$ cat src/rtl/dmem_mailbox_responder_if.sv
// M3-stage data-memory bus between the core (master) and the mailbox responder (slave).
interface dmem_mailbox_responder_if;
  logic        we3;
  logic [31:0] dataadrM3;
  logic [31:0] writedata2M3;
  logic        re3;
  logic [31:0] readdataW;
  logic        rvalid;

  modport master (
    output we3, dataadrM3, writedata2M3, re3,
    input  readdataW, rvalid
  );

  modport slave (
    input  we3, dataadrM3, writedata2M3, re3,
    output readdataW, rvalid
  );
endinterface

$ cat src/rtl/dmem_mailbox_responder.sv
// Data memory with one-cycle registered loads that also decodes mailbox stores
// into a sticky PASS / FAIL / TIMEOUT run status.
module dmem_mailbox_responder #(
  parameter int unsigned DEPTH          = 64,
  parameter logic [31:0] PASS_ADDR      = 32'd84,
  parameter logic [31:0] PASS_DATA      = 32'd7,
  parameter logic [31:0] SCRATCH_ADDR   = 32'd80,
  parameter int unsigned TIMEOUT_CYCLES = 4096
) (
  input  logic                          clk,
  input  logic                          reset,
  dmem_mailbox_responder_if.slave       bus,
  output logic [1:0]                    status,
  output logic                          done,
  output logic [15:0]                   store_count
);

  localparam int unsigned IDX_W        = $clog2(DEPTH);
  localparam logic [15:0] TIMEOUT_LAST = 16'(TIMEOUT_CYCLES - 1);

  typedef enum logic [1:0] {
    ST_RUN     = 2'b00,
    ST_PASS    = 2'b01,
    ST_FAIL    = 2'b10,
    ST_TIMEOUT = 2'b11
  } state_e;

  state_e      state_q, state_d;
  logic [15:0] store_count_q, store_count_d;
  logic [15:0] cycle_q, cycle_d;
  logic [31:0] readdata_q, readdata_d;
  logic        rvalid_q, rvalid_d;
  logic        ram_we;
  logic [IDX_W-1:0] idx;

  logic [31:0] ram_q [DEPTH];

  // NOTE: every signal written here gets a default first, so no path leaves
  // a value unassigned and no latch is inferred.
  always_comb begin
    state_d       = state_q;
    store_count_d = store_count_q;
    cycle_d       = cycle_q;
    readdata_d    = readdata_q;
    rvalid_d      = bus.re3;
    ram_we        = 1'b0;
    idx           = bus.dataadrM3[IDX_W+1:2];

    // Loads are served in every state; readdata holds when idle.
    if (bus.re3) begin
      readdata_d = ram_q[idx];
    end

    if (state_q == ST_RUN) begin
      cycle_d = cycle_q + 16'd1;
      if (cycle_q == TIMEOUT_LAST) begin
        state_d = ST_TIMEOUT;
      end

      // A verdict store overrides a timeout landing on the same edge.
      if (bus.we3) begin
        if (bus.dataadrM3[1:0] == 2'b00) begin
          ram_we = 1'b1;
          if (store_count_q != 16'hFFFF) begin
            store_count_d = store_count_q + 16'd1;
          end
          if (bus.dataadrM3 == PASS_ADDR) begin
            state_d = (bus.writedata2M3 == PASS_DATA) ? ST_PASS : ST_FAIL;
          end else if (bus.dataadrM3 != SCRATCH_ADDR) begin
            state_d = ST_FAIL;
          end
        end else begin
          state_d = ST_FAIL;
        end
      end
    end
  end

  // NOTE: sequential state uses non-blocking assignments so every flop
  // samples the pre-edge values, independent of statement order.
  always_ff @(posedge clk or negedge reset) begin
    if (!reset) begin
      state_q       <= ST_RUN;
      store_count_q <= '0;
      cycle_q       <= '0;
      readdata_q    <= '0;
      rvalid_q      <= 1'b0;
    end else begin
      state_q       <= state_d;
      store_count_q <= store_count_d;
      cycle_q       <= cycle_d;
      readdata_q    <= readdata_d;
      rvalid_q      <= rvalid_d;
    end
  end

  // NOTE: the RAM array has no reset so it maps onto block RAM; contents
  // survive a reset and a re-run can observe stale data.
  always_ff @(posedge clk) begin
    if (ram_we) begin
      ram_q[idx] <= bus.writedata2M3;
    end
  end

  assign bus.readdataW = readdata_q;
  assign bus.rvalid    = rvalid_q;
  assign status        = state_q;
  assign done          = (state_q != ST_RUN);
  assign store_count   = store_count_q;

endmodule

$ cat src/flat_wrapper.sv
// flat-port wrapper written by rule: the top's interface ports become plain ports
module dmem_mailbox_responder_flat 
#(
  parameter int unsigned DEPTH          = 64,
  parameter logic [31:0] PASS_ADDR      = 32'd84,
  parameter logic [31:0] PASS_DATA      = 32'd7,
  parameter logic [31:0] SCRATCH_ADDR   = 32'd80,
  parameter int unsigned TIMEOUT_CYCLES = 4096
)
  (clk, reset, status, done, store_count, bus_we3, bus_dataadrM3, bus_writedata2M3, bus_re3, bus_readdataW, bus_rvalid);
  dmem_mailbox_responder_if bus_i ();
  input  logic clk;
  input  logic reset;
  output logic [1:0] status;
  output logic done;
  output logic [15:0] store_count;
  input wire logic [$bits(bus_i.we3)-1:0] bus_we3;
  input wire logic [$bits(bus_i.dataadrM3)-1:0] bus_dataadrM3;
  input wire logic [$bits(bus_i.writedata2M3)-1:0] bus_writedata2M3;
  input wire logic [$bits(bus_i.re3)-1:0] bus_re3;
  output wire logic [$bits(bus_i.readdataW)-1:0] bus_readdataW;
  output wire logic [$bits(bus_i.rvalid)-1:0] bus_rvalid;
  assign bus_i.we3 = bus_we3;
  assign bus_i.dataadrM3 = bus_dataadrM3;
  assign bus_i.writedata2M3 = bus_writedata2M3;
  assign bus_i.re3 = bus_re3;
  assign bus_readdataW = bus_i.readdataW;
  assign bus_rvalid = bus_i.rvalid;
  dmem_mailbox_responder #(.DEPTH(DEPTH), .PASS_ADDR(PASS_ADDR), .PASS_DATA(PASS_DATA), .SCRATCH_ADDR(SCRATCH_ADDR), .TIMEOUT_CYCLES(TIMEOUT_CYCLES)) u_core (.clk(clk), .reset(reset), .bus(bus_i), .status(status), .done(done), .store_count(store_count));
endmodule
$ cat config.mk
export PLATFORM = sky130hd
export DESIGN_NAME = dmem_mailbox_responder_flat
export DESIGN_NICKNAME = d
export VERILOG_FILES = /design/src/rtl/dmem_mailbox_responder_if.sv /design/src/rtl/dmem_mailbox_responder.sv /design/src/flat_wrapper.sv
export SDC_FILE = /design/constraint.sdc
export NUM_CORES = 2
export LEC_CHECK = 0
export ABC_AREA = 1
export CORE_ASPECT_RATIO = 0.6
export CORE_UTILIZATION = 35
export CTS_CLUSTER_DIAMETER = 120
export DETAILED_ROUTE_END_ITERATION = 12
export GPL_TIMING_DRIVEN = 1
export PLACE_DENSITY_LB_ADDON = 0.25
export SKIP_CTS_REPAIR_TIMING = 1
export SYNTH_ARGS = -nofsm -noshare
export SYNTH_HDL_FRONTEND = slang
export SYNTH_SLANG_ARGS = --single-unit
$ cat constraint.sdc
create_clock -name clk -period 4.03 [get_ports clk]
set_input_delay 0.806 -clock clk [delete_from_list [all_inputs] [get_ports clk]]
set_output_delay 0.806 -clock clk [all_outputs]
set_load 0.05 [all_outputs]
==> summary.md <==
| Metric | Value |
|---|---|
| Critical-path cell list | clkdlybuf4s50_1 |
| Total design power | 46.2 mW |
| Max clock buf depth | 4 |
| R2R Path Start | u_core.status[0]$_DFFE_PN0N_ |
| Hpwl dp | 176,000 um |
| Dominant synthesized flop cell | edfxtp_1 |
| Crit Path Max Fanout | 2 |
| HP Class | in -> reg |
| Via count | 58.8k |
| Sequential power share | 52.5% |
| Initial Util | 35.3% |
| Cells after Synth | 7,708 |
| Root Buffer | clkbuf_16 |
| Filler cells | 23.2k |
| Worst Reg-to-Reg Cells | 8 |
| Reg-to-Reg End | u_core.ram_q[22][20]$_DFFE_PP_ |
| Clk Latency, worst-skew pair | 0.86 ns |
| FF-to-FF setup slack | 1.59 ns |
| Cell with the most instances after synthesis | nand2_1 |
| RSZ-0062 raised after global routing | no |
| WHS | 0.439 ns |
| Worst IR drop on VDD | 0.333 mV |
| Dominant cells by area after synthesis | edfxtp_1, nand2_1, nand3_1 |
| Worst Setup End Kind | output port |
| TNS Setup | 0 ns |
| Layout cells sized above 1 | 8.70% |
| Clock slew at reported path FFs | 0.07 ns |
| Syn nets | 7,778 |
| Top cell type's share of synthesized area | 70.8% |
| Yosys reg bits | 2,115 |
| CP Class | reg -> out |
| Worst path required time | 3.22 ns |
| Yosys cell types | 32 |
| Clk pwr share | 40.7% |
| Combinational share of power | 6.8% |
| Final Routed Wirelength | 290,000 um |
| # H-tree levels | 4 |
| DR WL/cell | 25.5 um |
| Total Routing Usage GR | 22.8% |
| Final cell count without fillers | 11.4k |
| P_sw | 10.9 mW |
| Levels on crit path | 1 |
| Clock Skews | 0.0391 ns |
| Die ar. | 250,000 um2 |
| Placed Cells | 11.0k |
| Int Power | 35.3 mW |
| Sequential area share after synthesis | 72.7% |
| Syn-to-layout area delta | 15.1% |
| Placed Area | 93,800 um2 |
| CP Launch Type | flip-flop |
| Power per cell area | 462 nW/um2 |
| Die height | 388 um |
| Final Wtd Congestion | 0.856 |
| Worst Hold Depth | 1 |
| Final period util | 83.2% |
| Vias in the first global route | 54.3k |
| CTS buffer count | 199 |
| CTS tree | built |
| Storage element area | 63,200 um2 |
| Final setup violation count | 0 |
| EDFF count, synth | 2,048 |
| Area of the mapped netlist | 86,900 um2 |
| IO buf count | 119 |
| 1st-pass router iterations | 6 |
| Row count | 141 |
| Vias per inst | 5.16 |
| Post-route DRC | 0 |
| Pin count of the biggest net entering global routing | 143 |
| Critical Path Start | u_core.bus.readdataW[21]$_DFFE_PN0P_ |
| Worst slew margin | 32.9% |
| Yosys warning total | 0 |
| Die width | 645 um |
| Run status | complete, no violations |
| Multi-input gate area | 19,400 um2 |
| Largest area contributor in the netlist | edfxtp_1 |
| Post-route minimum period | 3.35 ns |
| Slowest stage cell, crit path | clkdlybuf4s50_1 |
| FFs w/ async S/R, synth | 3.17% |
| CP max stage delay | 0.93 ns |
| Global-route wire length before repair | 412,000 um |
| Max_cap viols | 0 |
| Delay-heaviest family, CP | buffers and inverters |
| Initial antenna violation count | 19 |
| End point of the critical path | bus_readdataW[21] |
| Max-slew violation count | 0 |
| Critical Path AT | 2.55 ns |
| Synth top cells by count | nand2_1, edfxtp_1, nand3_1, inv_1, nor2_1 |
| Avg Cell Area, Syn | 11.3 um2 |
| Grt ovf | 0 |
| Post-route ant nets | 0 |
| Leak | 37.7 nW |
| Final Hold Fails | 0 |
| Clk sink count | 2,115 |
| Max Freq | 0.298 GHz |
| Initial DRC count | 8,226 |
| Core area | 246,000 um2 |
| Switching Share | 23.6% |
| Post-route cell area | 100,000 um2 |
| Final net count | 8,004 |
| Slew @ Worst Pin | 1.01 ns |
| I/O pins | 120 |
| Critical path buffer and inverter count | 1 |
==> power by group through the flow <==
stage	clock network (mW)	logic, mW	registers (mW)
after floorplan	0	1.34	24.8
after global placement	0	3.10	24.8
after detailed placement	0	3.11	24.8
after CTS	19.0	3.12	24.3
after global routing	19.8	3.34	24.3
final	18.8	3.13	24.3
==> per-layer routing <==
layer,global-route usage [%],vias to the layer above,part of all wire (%)
li1,-,26373,-
met5,0,-,0.010
met3,5.10,325,11
met1,35.8,29205,46
met4,4.35,4,1.8
met2,32.0,2897,41
==> cell usage in the layout, fill, tap and decap left out, types with 4 or more instances in the layout <==
master              n
edfxtp_1         2048
nor3_1              4
clkbuf_16         203
clkinv_2           29
bufinv_16          15
or2_2              11
clkdlybuf4s50_1    81
buf_2              32
buf_12             78
nor4_1              4
xor2_1             16
o211ai_1           10
clkbuf_8           12
inv_1             728
clkbuf_1           54
nand2_1          2337
nand4_1           136
nor2_1            621
clkinv_1           40
nand3_1           912
o21ai_0            92
inv_6               5
diode_2             9
o21ai_1            13
buf_4             228
a21oi_1           207
xnor2_1            10
nor2_4             67
nor2_2              9
dfrtp_1            67
==> layout make-up <==
class,count,share of cell area [%]
clock inverters,88,0.800
multi-input cells,4459,19.4
repair buffers,423,4.30
clock buffers,269,5.44
inverters,736,2.79
well taps,3289,4.11
flip-flops and latches,2115,63.1
diodes,9,0.0225
==> stage by stage <==
step           setup WS (ns)  util, %
6_report               0.675     40.6
5_1_grt                0.622     40.6
4_1_cts                0.583     40.6
3_5_place_dp           0.475     38.0
3_3_place_gp           0.437     38.0
2_1_floorplan          0.450        -
==> worst min path at each step <==
stage | from | endpoint | slack [ns]
2_1_floorplan | u_core.cycle_q[11]$_DFFE_PN0N_ | u_core.cycle_q[11]$_DFFE_PN0N_ | 0.46
4_1_cts | reset | u_core.cycle_q[0]$_DFFE_PN0N_ | -0.09
5_1_grt | bus_writedata2M3[24] | u_core.ram_q[60][24]$_DFFE_PP_ | 0.39
3_3_place_gp | u_core.cycle_q[2]$_DFFE_PN0N_ | u_core.cycle_q[2]$_DFFE_PN0N_ | 0.49
6_report | bus_writedata2M3[3] | u_core.ram_q[55][3]$_DFFE_PP_ | 0.44
3_5_place_dp | u_core.cycle_q[3]$_DFFE_PN0N_ | u_core.cycle_q[3]$_DFFE_PN0N_ | 0.49
==> flip-flops by register name (all words and copies together) (netlist names) <==
signal / cells
u_core.bus.readdataW: 32
u_core.bus.rvalid: 1
u_core.cycle_q: 16
u_core.ram_q: 2048
u_core.status: 2
u_core.store_count: 16
==> logic make-up after synthesis <==
group	Yosys count	share of synthesized area [%]
simple gates	4109	19.6
flops	2115	72.7
buf+inv	1134	5.59
compound gates	322	1.88
xor+xnor	26	0.262
fa+ha+maj	2	0.0288
Note: power is estimated with default switching activity, not from simulation.
